--- config.mk ---
export PLATFORM = sky130hd
export DESIGN_NAME = ccff_chain_loader
export DESIGN_NICKNAME = d
export VERILOG_FILES = /design/src/rtl/ccff_chain_loader.sv
export SDC_FILE = /design/constraint.sdc
export NUM_CORES = 1
export LEC_CHECK = 0
export CAP_MARGIN = 20
export CORE_MARGIN = 1.5
export CORE_UTILIZATION = 55
export CTS_CLUSTER_DIAMETER = 120
export CTS_CLUSTER_SIZE = 16
export DETAILED_ROUTE_END_ITERATION = 10
export DONT_BUFFER_PORTS = 1
export PLACE_DENSITY = 0.73
export RECOVER_POWER = 50
export SLEW_MARGIN = 0
export SYNTH_ARGS = -nofsm -noshare
export SYNTH_HDL_FRONTEND = slang
export SYNTH_SLANG_ARGS = --single-unit
--- constraint.sdc ---
create_clock -name prog_clk -period 1.6 [get_ports prog_clk]
set_input_delay 0.32 -clock prog_clk [delete_from_list [all_inputs] [get_ports prog_clk]]
set_output_delay 0.32 -clock prog_clk [all_outputs]
set_load 0.02 [all_outputs]
--- src/rtl/ccff_chain_loader.sv ---
// Configuration-chain loader: takes words over valid/ready and shifts them MSB-first into a tile's ccff chain.
// Optional readback of the old chain content from ccff_tail is built only when CCFF_READBACK_EN is defined.
module ccff_chain_loader #(
  parameter int CHAIN_LEN = 22,
  parameter int WORD_W    = 8,
  parameter int CNT_W     = 8
) (
  input  logic              prog_clk,
  input  logic              prog_rst_n,
  input  logic              start,
  input  logic [WORD_W-1:0] cfg_data,
  input  logic              cfg_valid,
  output logic              cfg_ready,
  output logic              ccff_head,
  output logic              ccff_shift_en,
  input  logic              ccff_tail,
  output logic              busy,
  output logic              done,
  output logic [WORD_W-1:0] rd_data,
  output logic              rd_valid
);

  localparam int WC_W = $clog2(WORD_W + 1);

  localparam logic [1:0] S_IDLE  = 2'd0;
  localparam logic [1:0] S_FETCH = 2'd1;
  localparam logic [1:0] S_SHIFT = 2'd2;
  localparam logic [1:0] S_DONE  = 2'd3;

  localparam logic [CNT_W-1:0] LAST_BIT = CNT_W'(CHAIN_LEN - 1);

  logic [1:0]        state;
  logic [CNT_W-1:0]  bcnt;
  logic [WC_W-1:0]   wcnt;
  logic [WORD_W-1:0] sr;
  logic              accept;
  logic              last_bit;
  logic              word_end;

  // Bits still to take from the next word: a full word, or the remainder of the chain.
  function automatic logic [WC_W-1:0] word_bits(input logic [CNT_W-1:0] b);
    logic [CNT_W:0] left;
    left = (CNT_W+1)'(CHAIN_LEN) - {1'b0, b};
    if (left >= (CNT_W+1)'(WORD_W)) return WC_W'(WORD_W);
    return WC_W'(left);
  endfunction

  assign accept   = (state == S_FETCH) && cfg_valid;
  assign last_bit = (bcnt == LAST_BIT);
  assign word_end = (wcnt == WC_W'(1));

  always_ff @(posedge prog_clk or negedge prog_rst_n) begin
    if (!prog_rst_n) begin
      state <= S_IDLE;
      bcnt  <= '0;
      wcnt  <= '0;
    end else begin
      case (state)
        S_IDLE: begin
          if (start) begin
            state <= S_FETCH;
            bcnt  <= '0;
          end
        end
        S_FETCH: begin
          if (cfg_valid) begin
            wcnt  <= word_bits(bcnt);
            state <= S_SHIFT;
          end
        end
        S_SHIFT: begin
          bcnt <= bcnt + CNT_W'(1);
          wcnt <= wcnt - WC_W'(1);
          if (last_bit)      state <= S_DONE;
          else if (word_end) state <= S_FETCH;
        end
        S_DONE: state <= S_IDLE;
      endcase
    end
  end

  // Shift register is pure datapath; its value is only visible through the SHIFT-gated head.
  always_ff @(posedge prog_clk) begin
    if (accept)                sr <= cfg_data;
    else if (state == S_SHIFT) sr <= {sr[WORD_W-2:0], 1'b0};
  end

  assign cfg_ready     = (state == S_FETCH);
  assign ccff_shift_en = (state == S_SHIFT);
  assign ccff_head     = ccff_shift_en & sr[WORD_W-1];
  assign busy          = (state == S_FETCH) || (state == S_SHIFT);
  assign done          = (state == S_DONE);

`ifdef CCFF_READBACK_EN
  logic [WORD_W-1:0] cap;
  logic [WORD_W-1:0] cap_nxt;
  logic [WC_W-1:0]   ccnt;
  logic [WC_W-1:0]   pad;

  assign cap_nxt = {cap[WORD_W-2:0], ccff_tail};
  assign pad     = WC_W'(WORD_W - 1) - ccnt;

  // A short final word is left-aligned by shifting out the stale upper bits.
  always_ff @(posedge prog_clk or negedge prog_rst_n) begin
    if (!prog_rst_n) begin
      cap      <= '0;
      ccnt     <= '0;
      rd_data  <= '0;
      rd_valid <= 1'b0;
    end else begin
      rd_valid <= 1'b0;
      if (state == S_SHIFT) begin
        if (last_bit || (ccnt == WC_W'(WORD_W - 1))) begin
          rd_valid <= 1'b1;
          rd_data  <= cap_nxt << pad;
          ccnt     <= '0;
        end else begin
          ccnt <= ccnt + WC_W'(1);
        end
        cap <= cap_nxt;
      end
    end
  end
`else
  logic unused_tail;

  assign unused_tail = ccff_tail;
  assign rd_data     = '0;
  assign rd_valid    = 1'b0;
`endif

endmodule
==> results.py <==
metrics = {
    "critical_path": {
        "critPathMaxFanout": 4,
        "path_buf_inv": 0,
        "end_kind": "flop",
        "slowest_stage": "dfrtp_2",
        "r2r_start": "bcnt[0]",
        "cp.arrival_ps": 1840,
        "startpoint": "bcnt[0]",
        "timing.critical_path.mode_cell": "a31oi_1",
        "critical_path.top_delay_family": "compound AO/OA/AOI/OAI gates",
        "start_kind": "flop",
        "cp_data_required_time_ps": 1790,
        "path_cells": "ha_2, and4b_1, a221o_1, a31oi_1, a31oi_1",
        "critPathKind": "reg -> reg",
        "slowest_delay_ps": 480,
    },
    "timing": {
        "rsz0062_at_grt": "true",
        "setup_violations": 2,
        "final-hold-violation-count": 0,
        "slew_viol_final": 0,
        "fin_crit_ps": 1640,
        "slew-limit-headroom_pct": 55.0,
        "layout_setup_ws_ps": -40.7,
        "worst_slew_pin_slew_ps": 673,
        "fmax_mhz": 609,
        "finalCritPeriodShare_pct": 103,
        "finClkSkew_ps": 10.5,
    },
    "global_route": {
        "grt_max_degree": 15,
        "track_usage_pct": 23.7,
        "grt.overflow.total": 0,
        "grt_pass1_vias": 995,
        "antenna_found_initial": 0,
        "grt_pass1_wl_mm": 4.67,
    },
    "min_path": {
        "hold_path_class": "in -> reg",
        "hp-start": "cfg_data[1]",
    },
    "yosys": {
        "postSynthAreaPerCell_um2": 10.5,
        "yosys.area.top_type": "dfrtp_1",
        "ys_seq_area_share_pct": 43.3,
        "ys_ff_latch": 22,
        "netlist_area_mm2": 0.00136,
        "synth.top_cell.area_share_pct": 25.7,
        "netlist_instances": 130,
        "yosysUniqueCellTypes": 35,
        "synth_area_leaders": "dfrtp_1 (26%), edfxtp_1 (18%), ha_1 (9.2%), mux2_2 (7.4%), buf_4 (5.0%)",
        "yosys_warnings": 0,
    },
    "power": {
        "power-per-cell-area_mw_per_mm2": 1830,
        "ir_worst_vdd_mv": 1.51,
        "leakage_nw": 0.778,
    },
    "run_status": {
        "status": "finished, violations left",
        "violations": "setup timing",
    },
    "floorplanning": {
        "fp-row-count": 17,
        "die_y_um": 52.8,
        "core_area_mm2": 0.00228,
        "start_util_pct": 59.9,
        "die_x_um": 52.8,
        "ios": 27,
        "die_area_mm2": 0.00279,
    },
    "routing": {
        "post_drt_wl_per_cell_um": 16.5,
        "vias_per_cell": 5.80,
        "vias": 1055,
        "drt-initial-drc-count": 25,
        "wirelength_mm": 3.01,
        "drt-pass1-iter-count": 4,
        "drtAntennaViolNets": 0,
        "drc": 0,
    },
    "layout": {
        "drive_gt1_share_pct": 37.0,
        "stdcell_area_mm2": 0.00172,
        "nets": 178,
        "diodes": 0,
        "fin_cells": 182,
        "fin_util_pct": 75.5,
        "area_growth_pct": 26.2,
    },
    "placement": {
        "place_area_mm2": 0.00149,
        "dp_hpwl_mm": 2.01,
        "numPortBuffers": 0,
        "place_congestion": 0.795,
        "dp.cells": 171,
    },
    "cts": {
        "cts_buffer_depth": 2,
        "clk_latency_ps": 310,
        "cts_tree": "done",
        "clk_pin_slew_ps": 130,
        "clock-sinks": 22,
        "cts_buffers": 3,
        "htreeDepth": 1,
        "root_buffer": "clkbuf_4",
    },
    "run": {
        "maxCapViolCount": 0,
    },
}
-- metal layers --
| metal | share of wire [%] | GRT usage (%) | vias to the layer above |
|---|---|---|---|
| li1 | - | - | 498 |
| met1 | 42 | 30.0 | 527 |
| met2 | 53 | 41.0 | 24 |
| met3 | 3.2 | 2.86 | 6 |
| met4 | 1.6 | 8.97 | 0 |
| met5 | 0 | 0 | - |
-- layout by cell type, fill, tap and decap left out, types with 3 or more instances in the layout --
cell / n
buf_4: 17
dfrtp_1: 12
o21ai_0: 4
nand4_1: 4
a31oi_1: 7
xor2_1: 5
buf_6: 5
clkbuf_4: 3
nand2_1: 4
nor2_1: 9
ha_1: 5
conb_1: 9
ha_4: 4
inv_2: 3
mux2_2: 7
edfxtp_1: 8
inv_1: 6
-- worst paths after layout --
check | end | slack [ps] | depth (start not counted)
hold reg to reg | sr[5] | 560 | 1
min in group asynchronous | bcnt[0] | 470 | 1
hold / removal | sr[1] | 230 | 1
max in group asynchronous | bcnt[1] | 660 | 1
setup reg to reg | state[1] | -40 | 5
setup / recovery | state[1] | -40 | 5
-- cells by family (layout without fill, tap and decap cells) --
kind of cell / count (synthesis) / in the layout / synth area share (%)
muxes: 10 / 10 / 8.17
buffers and inverters: 20 / 36 / 8.08
xor gates and xnor gates: 6 / 6 / 3.86
DFF: 22 / 22 / 43.3
AOI/OAI and AO/OA: 23 / 23 / 11.6
and+or+nand+nor: 38 / 38 / 15.5
adders and majority gates: 10 / 10 / 9.18
other: 1 / 9 / 0.275
-- cell usage after synthesis --
cell type,count
ha_1,10
and3_1,5
nor4_1,1
dfrtp_1,14
nand4_1,4
xnor2_1,1
o21ai_0,4
a21oi_1,2
conb_1,1
o211ai_1,2
nand2_1,6
clkbuf_1,1
mux2i_1,1
buf_4,9
buf_2,1
a22o_1,1
o2111ai_1,1
a21boi_1,1
a211oi_1,1
nand2b_1,2
a221o_1,1
nor3_1,2
o22ai_1,1
mux2_2,9
inv_1,9
and4_1,1
nand3_1,2
edfxtp_1,8
nor4_2,1
o211a_1,2
and4b_1,2
xor2_1,5
and2_1,3
a31oi_1,7
nor2_1,9
-- per-stage QoR --
stage	TNS [ps]	hold slack, ps	setup slack (ps)	total power [mW]
3_3_place_gp	0	24.7	11.9	2.28
6_report	-44.6	227	-40.7	3.14
4_1_cts	-19.6	221	-13.9	2.94
3_5_place_dp	-160	24.6	-44.4	2.36
2_1_floorplan	0	24.4	36.0	1.90
5_1_grt	-234	208	-106	3.35
-- registers in the layout, indices dropped and copies added, names as in the netlist --
register,flops
bcnt,8
state,2
wcnt,4
sr,8
-- where the power goes --
group,switching (mW),internal [mW],total [mW]
Clock,0.174,0.253,0.427
Combinational,0.901,0.825,1.73
Sequential,0.137,0.853,0.990
-- repair_timing --
action,4_1_cts,5_1_grt
endpoints found under the hold margin,14,0
buffers inserted,3,3
cloned,0,0
setup endpoints to repair,11,29
hold buffers,1,0
pin swaps,1,7
gates resized for setup,8,23
-- cell type report --
| cell class | count | area, µm² |
|---|---|---|
| clock buffer | 3 | 22.5 |
| tap | 28 | 35.0 |
| fill | 153 | 557 |
| inverter | 9 | 33.8 |
| timing repair buffer | 23 | 194 |
| clock inverter | 1 | 30.0 |
| multi-input combinational | 96 | 811 |
| sequential | 22 | 593 |
Power figures use the tool's default switching activity.
